## src/rtl/serial_mag_comparator.sv

```systemverilog
// rtl/serial_mag_comparator.sv - digit-serial MSB-first magnitude comparator with start/busy/done handshake
// Signed operands are mapped to offset binary at capture so the serial datapath is always unsigned.
module serial_mag_comparator #(
  parameter int WIDTH      = 8,
  parameter int DIGIT      = 2,
  parameter int EARLY_EXIT = 0
) (
  input  logic             clk,
  input  logic             rst_n,
  input  logic             en,
  input  logic             start,
  input  logic [WIDTH-1:0] a,
  input  logic [WIDTH-1:0] b,
  input  logic             signed_mode,
  output logic             busy,
  output logic             done,
  output logic             gt,
  output logic             eq,
  output logic             lt
);

  localparam int NSTEP = WIDTH / DIGIT;
  localparam int SW    = (NSTEP > 1) ? $clog2(NSTEP) : 1;

  generate
    if (WIDTH < 2 || DIGIT < 1 || (WIDTH % DIGIT) != 0) begin : g_bad_params
      $error("serial_mag_comparator: WIDTH must be >= 2 and a multiple of DIGIT");
    end
  endgenerate

  typedef enum logic {IDLE, RUN} state_t;

  state_t           state, state_nx;
  logic [WIDTH-1:0] sa, sb;
  logic [SW-1:0]    step;
  logic             decided, dec_gt;
  logic             gt_r, eq_r, lt_r, done_r;
  logic [DIGIT-1:0] top_a, top_b;
  logic             differ, last, accept, fin_gt, fin_lt;
  logic [WIDTH-1:0] msb_flip;

  always_comb begin
    top_a    = sa[WIDTH-1 -: DIGIT];
    top_b    = sb[WIDTH-1 -: DIGIT];
    differ   = (top_a != top_b);
    last     = (step == SW'(NSTEP - 1)) || ((EARLY_EXIT != 0) && !decided && differ);
    // An earlier latched decision always beats the digit currently on top.
    fin_gt   = decided ? dec_gt  : (differ && (top_a > top_b));
    fin_lt   = decided ? !dec_gt : (differ && (top_a < top_b));
    accept   = en && start && (state == IDLE);
    msb_flip = {signed_mode, {(WIDTH-1){1'b0}}};
    state_nx = state;
    case (state)
      IDLE:    if (accept)     state_nx = RUN;
      RUN:     if (en && last) state_nx = IDLE;
      default:                 state_nx = IDLE;
    endcase
  end

  always_ff @(posedge clk) begin
    if (!rst_n) state <= IDLE;
    else        state <= state_nx;
  end

  always_ff @(posedge clk) begin
    if (!rst_n) begin
      sa      <= '0;
      sb      <= '0;
      step    <= '0;
      decided <= 1'b0;
      dec_gt  <= 1'b0;
      gt_r    <= 1'b0;
      eq_r    <= 1'b0;
      lt_r    <= 1'b0;
      done_r  <= 1'b0;
    end else begin
      // A done raised while en is low stays pending until it can be seen.
      if (en) done_r <= 1'b0;
      if (accept) begin
        sa      <= a ^ msb_flip;
        sb      <= b ^ msb_flip;
        step    <= '0;
        decided <= 1'b0;
        dec_gt  <= 1'b0;
      end else if (en && state == RUN) begin
        sa   <= sa << DIGIT;
        sb   <= sb << DIGIT;
        step <= step + 1'b1;
        if (!decided && differ) begin
          decided <= 1'b1;
          dec_gt  <= (top_a > top_b);
        end
        if (last) begin
          gt_r   <= fin_gt;
          lt_r   <= fin_lt;
          eq_r   <= !(fin_gt || fin_lt);
          done_r <= 1'b1;
        end
      end
    end
  end

  assign busy = (state == RUN);
  assign done = done_r & en;
  assign gt   = gt_r & en;
  assign eq   = eq_r & en;
  assign lt   = lt_r & en;

endmodule

```

## config.mk

```make
export PLATFORM = sky130hd
export DESIGN_NAME = serial_mag_comparator
export DESIGN_NICKNAME = d
export VERILOG_FILES = /design/src/rtl/serial_mag_comparator.sv
export SDC_FILE = /design/constraint.sdc
export NUM_CORES = 1
export LEC_CHECK = 0
export CAP_MARGIN = 10
export CORE_MARGIN = 2
export CORE_UTILIZATION = 49
export DETAILED_ROUTE_END_ITERATION = 6
export GPL_TIMING_DRIVEN = 0
export PLACE_DENSITY = 0.85
export SYNTH_ARGS = -nofsm -noshare
export SYNTH_HDL_FRONTEND = slang
export SYNTH_SLANG_ARGS = --single-unit
```

## constraint.sdc

```tcl
create_clock -name clk -period 1.5 [get_ports clk]
set_input_delay 0.15 -clock clk [delete_from_list [all_inputs] [get_ports clk]]
set_output_delay 0.15 -clock clk [all_outputs]
set_load 0.05 [all_outputs]
```

Word level (Yosys, flattened, before mapping)
Cells that the tools add are included.
{"block": "op_classes", "n_shift": 0, "bitwise": 9, "muxes": 13, "div_mod_pow": 0, "n_eq_ne": 2, "mul": 0, "magnitude_cmp": 2, "reduce_logical": 15, "n_addsub": 1}
{"operator": "2-to-1 mux 8 bit", "count": 4}
{"operator": "bitwise XOR 8 bit", "count": 2}
{"operator": "2-to-1 mux 1 bit", "count": 8}
{"operator": "logical AND 1 bit", "count": 7}
{"operator": "bitwise AND 1 bit", "count": 4}
{"operator": "logical NOT 1 bit", "count": 3}
{"operator": "inverter 1 bit", "count": 3}
{"operator": "AND reduction 3 bit", "count": 1}
{"operator": "adder 2 x 1 -> 2 bit (second input constant)", "count": 1}
{"operator": "== test 2 bit (second input constant)", "count": 1}
{"operator": "> comparator 2 bit", "count": 1}
{"operator": "< comparator 2 bit", "count": 1}
{"operator": "!= test 2 bit", "count": 1}
{"operator": "case mux 1 bit (2 select lines)", "count": 1}
{"operator": "AND reduction 2 bit", "count": 1}
{"operator": "nonzero test 2 bit", "count": 1}
{"operator": "OR reduction 2 bit", "count": 1}
{"operator": "logical OR 1 bit", "count": 1}
{"block": "word_totals", "elab_cells": 52, "n_memories": 0, "ram_bits": 0, "input_bits": 21, "regBits": 25, "out_inout_bits": 5, "rom_bits": 0, "latch_bits": 0}

Depth between registers and ports, before layout
{"block": "logic_depth", "depth_word": 5, "depth_mapped": 5}

Worst setup path before layout
No wires, ideal clock.
{"block": "synth_path", "path_type": "register -> register", "from": "register state, in the netlist busy", "to": "register dec_gt", "slack_ns": 0.044, "synth_period_minus_slack_ns": 1.456, "arrival_ns": 1.332, "path_stages_with_launch": 5, "required_time_ns": 1.376, "path_cell_list": "dfxtp_1 buf_4 nand2_1 nor4b_1 nor3_1"}
{"block": "synth_via", "elab_chain_len": 3, "elab_cells_between_ends": 5}
{"item": "from (decl)", "line": "33", "rtl": "state_t state, state_nx;"}
{"item": "from (signal assigned)", "line": "62", "rtl": "else state <= state_nx;"}
{"item": "inverter 1 bit", "line": "50", "rtl": "accept = en && start && (state == IDLE);"}
{"item": "logical AND 1 bit", "line": "50"}
{"item": "OR reduction 2 bit (no source line)"}
{"item": "to (signal assigned)", "line": "91", "rtl": "dec_gt <= (top_a > top_b);"}
{"item": "to (decl)", "line": "36", "rtl": "logic decided, dec_gt;"}
Several ways; a longest one is shown, not always the timed one.
A chain may end at the register's enable or synchronous reset.

Worst setup path after layout
{"block": "layout_path", "from": "register state, in the netlist busy", "to": "output port busy"}
{"item": "to (decl)", "line": "15", "rtl": "output logic busy,"}
No word-level cell between the ends.

==> impl_metrics.env <==
export IMPL_clk_pin_slew_ns=0.13
export IMPL_ys_ff_latch=25
export IMPL_hold_viol=0
export IMPL_grt_pass1_vias=1054
export IMPL_slew_headroom_pct=48.1
export IMPL_crit_arrival_ns=1.27
export IMPL_gr_max_usage_layer="met2"
export IMPL_ios=26
export IMPL_ys_async_sr_fraction_pct=0
export IMPL_nets=191
export IMPL_synth_compound_gate_area_share_pct=24.7
export IMPL_ctsHtreeMaxLevel=1
export IMPL_p_leak_nw=0.581
export IMPL_netlist_top_cells_count="25 x dfxtp_1, 24 x o21ai_0, 14 x a21oi_1, 9 x or3b_1"
export IMPL_drtIter0Drc=18
export IMPL_status="completed"
export IMPL_critPathRequiredTime_ns=1.35
export IMPL_fillers=205
export IMPL_die_x_um=53.3
export IMPL_ys_types=31
export IMPL_ant_nets=0
export IMPL_antenna_found_initial=0
export IMPL_core_area_sq_um=2250
export IMPL_yosys_most_used_dff="dfxtp_1"
export IMPL_portBuffers=25
export IMPL_power_mw=1.27
export IMPL_timing_fmax_mhz=702
export IMPL_multi_input_area_sq_um=632
export IMPL_critPathMaxStageDelay_ns=0.55
export IMPL_syn_cell_area_sq_um=1190
export IMPL_finClkSkew_ns=0.00965
export IMPL_synth_top_family_by_area="compound AO/OA/AOI/OAI gates"
export IMPL_syn2layout_area_growth_pct=26.1
export IMPL_grtUsageTotal_pct=22.0
export IMPL_use_met1_pct=29.2
export IMPL_syn_area_per_cell_sq_um=8.68
export IMPL_row_count=17
export IMPL_finalSetupViolCount=0
export IMPL_placed_area_sq_um=1470
export IMPL_cts_sinks=25
export IMPL_grt_overflow=0
export IMPL_ff_latch_area_sq_um=500
export IMPL_yosysWarnings=0
export IMPL_die_y_um=53.3
export IMPL_synthAdderAreaFrac_pct=3.16
export IMPL_grt_util_met2_pct=38.5
export IMPL_fin_crit_ns=1.42
export IMPL_diodes=0
export IMPL_clk_latency_ns=0.31
export IMPL_synth_xor_area_share_pct=2.21
export IMPL_syn_num_nets=161
export IMPL_holdBufCountCts=0
export IMPL_cp_end_kind="output port"
export IMPL_cts_buffers=3
export IMPL_critPathKind="register to output port"
export IMPL_yosys_area_share_simple_pct=22.7
export IMPL_critPathBufInv=1
export IMPL_clock_path_buffers=2
export IMPL_grt_pass1_wl_um=4640
export IMPL_routabilityCongestion=0.824
export IMPL_synth_top_area_cell="dfxtp_1"
export IMPL_tightest_slew_ns=0.770
export IMPL_ir_worst_vdd_mv=0.518
export IMPL_grt_max_degree=15
export IMPL_wire_per_inst_um=13.7
export IMPL_rsz0062_at_grt="no"
export IMPL_dieArea_sq_um=2840
export IMPL_dp_hpwl_um=1980
export IMPL_crit_family="buffers and inverters"
export IMPL_synthTopCellsByArea="dfxtp_1 42%, o21ai_0 10%, or3b_1 6.6%"
export IMPL_startpoint_type="register"
export IMPL_hp_class="primary input to register"
export IMPL_worstPathCellList="dlygate4sd2_1"
export IMPL_initial_core_util_pct=52.7
export IMPL_stdcell_area_sq_um=1500
export IMPL_slew_viol_final=0
export IMPL_synth_top_area_share_pct=42.1
export IMPL_critPathSlowestCell="dlygate4sd2_1"
export IMPL_met3_usage_pct=2.54
export IMPL_synth_edf_count=0
export IMPL_yosysMostFrequentCell="dfxtp_1"
export IMPL_drv_cap=0
export IMPL_via_per_inst=5.61
export IMPL_cts_tree="done"
export IMPL_synth_mux_area_share_pct=0
export IMPL_crit_fanout=6
export IMPL_first_pass_iters=4
export IMPL_synthesis_instances=137
export IMPL_drive_gt1_share_pct=9.04
export IMPL_drc=0
export IMPL_root_buffer="clkbuf_4"
export IMPL_period_share_pct=95.0
export IMPL_power_density_nw_per_um2=849
export IMPL_yosysSeqAreaShare_pct=42.1
export IMPL_totalWireLength_um=2650
export IMPL_via_count=1089
[layer usage]
metal / part of all wire, % / vias to the layer above / routed length, um
met3: 4.9 / 4 / 129
li1: - / 550 / -
met4: 0.64 / 0 / 17
met5: 0 / - / 0
met2: 48 / 33 / 1270
met1: 47 / 502 / 1240
[layout make-up]
| type | instances | share of cell area (%) |
|---|---|---|
| clock buffers | 3 | 1.50 |
| clock inverters | 1 | 0.334 |
| inverters | 4 | 1.00 |
| well taps | 28 | 2.34 |
| multi-input cells | 100 | 42.2 |
| repair buffers | 25 | 16.1 |
| flip-flops and latches | 25 | 33.4 |
| plain buffers | 8 | 3.17 |
[power by group]
| part | internal (mW) | leakage [nW] | switching (mW) |
|---|---|---|---|
| sequential | 0.699 | 0.204 | 0.0188 |
| clock | 0.0995 | 0.0177 | 0.204 |
| combinational | 0.125 | 0.358 | 0.126 |
| total | 0.924 | 0.581 | 0.348 |
[state kept, by name, summed over array words and instances, names as in the netlist]
name and count:
decided 1, dec_gt 1, sb 8, gt_r 1
busy 1, eq_r 1, step 2, done_r 1
sa 8, lt_r 1
[placed cells by master, fill, tap and decap left out, drive strengths merged, types with 2 or more instances in the layout]
cell / synthesis / routed
nor2b: 7 / 7
ha: 3 / 3
dfxtp: 25 / 25
a21oi: 14 / 14
a21boi: 2 / 2
nor2: 3 / 3
nand2b: 2 / 2
clkbuf: 4 / 8
buf: 4 / 7
nand3: 4 / 4
inv: 4 / 4
nand2: 7 / 7
or3b: 9 / 9
clkdlybuf4s50: 0 / 19
o21ai: 24 / 24
a31oi: 3 / 3
a22oi: 6 / 6
xor2: 3 / 3
and2: 4 / 4
[cell families after synthesis]
| family | Yosys count |
|---|---|
| DFF | 25 |
| adders and majority gates | 3 |
| buffers and inverters | 12 |
| and+or+nand+nor | 42 |
| AOI/OAI and AO/OA | 52 |
| xor gates and xnor gates | 3 |
[path summary, 6_finish.rpt]
kind / cells after the start / endpoint / slack (ns) / from
setup reg to reg: 5 / dec_gt$_SDFFE_PP0P_ / 0.14 / sa[6]$_SDFFE_PN0P_
hold reg to reg: 2 / step[1]$_SDFFE_PP0P_ / 0.47 / step[1]$_SDFFE_PP0P_
setup / recovery: 1 / busy / 0.08 / busy$_SDFF_PN0_
hold / removal: 3 / done_r$_SDFF_PN0_ / 0.28 / en
[worst reg2reg max path, delay by kind of cell (launching register included)]
family / cells / cell delay [ns]
flops: 1 / 0.36
compound gates: 1 / 0.21
fa+ha+maj: 1 / 0.33
buf+inv: 1 / 0.04
simple gates: 2 / 0.32
[what timing repair did]
| action | CTS | global route |
|---|---|---|
| buffers inserted | 0 | 0 |
| resized for setup | 25 | 3 |
| setup endpoints to repair | 5 | 6 |
[stage by stage]
stage	utilization [%]	setup WS (ns)	hold slack (ns)	TNS, ns	std cells
after detailed placement	65.4	-0.574	0.452	-3.97	190
final	66.5	0.0753	0.278	0	194
after global placement	65.4	-0.557	0.439	-3.42	190
after global routing	66.5	0.00434	0.334	0	194
after CTS	66.1	0.0266	0.470	0	194
after floorplan	-	0.0436	0.297	0	137
No activity file was read; power rests on OpenSTA's default activity.
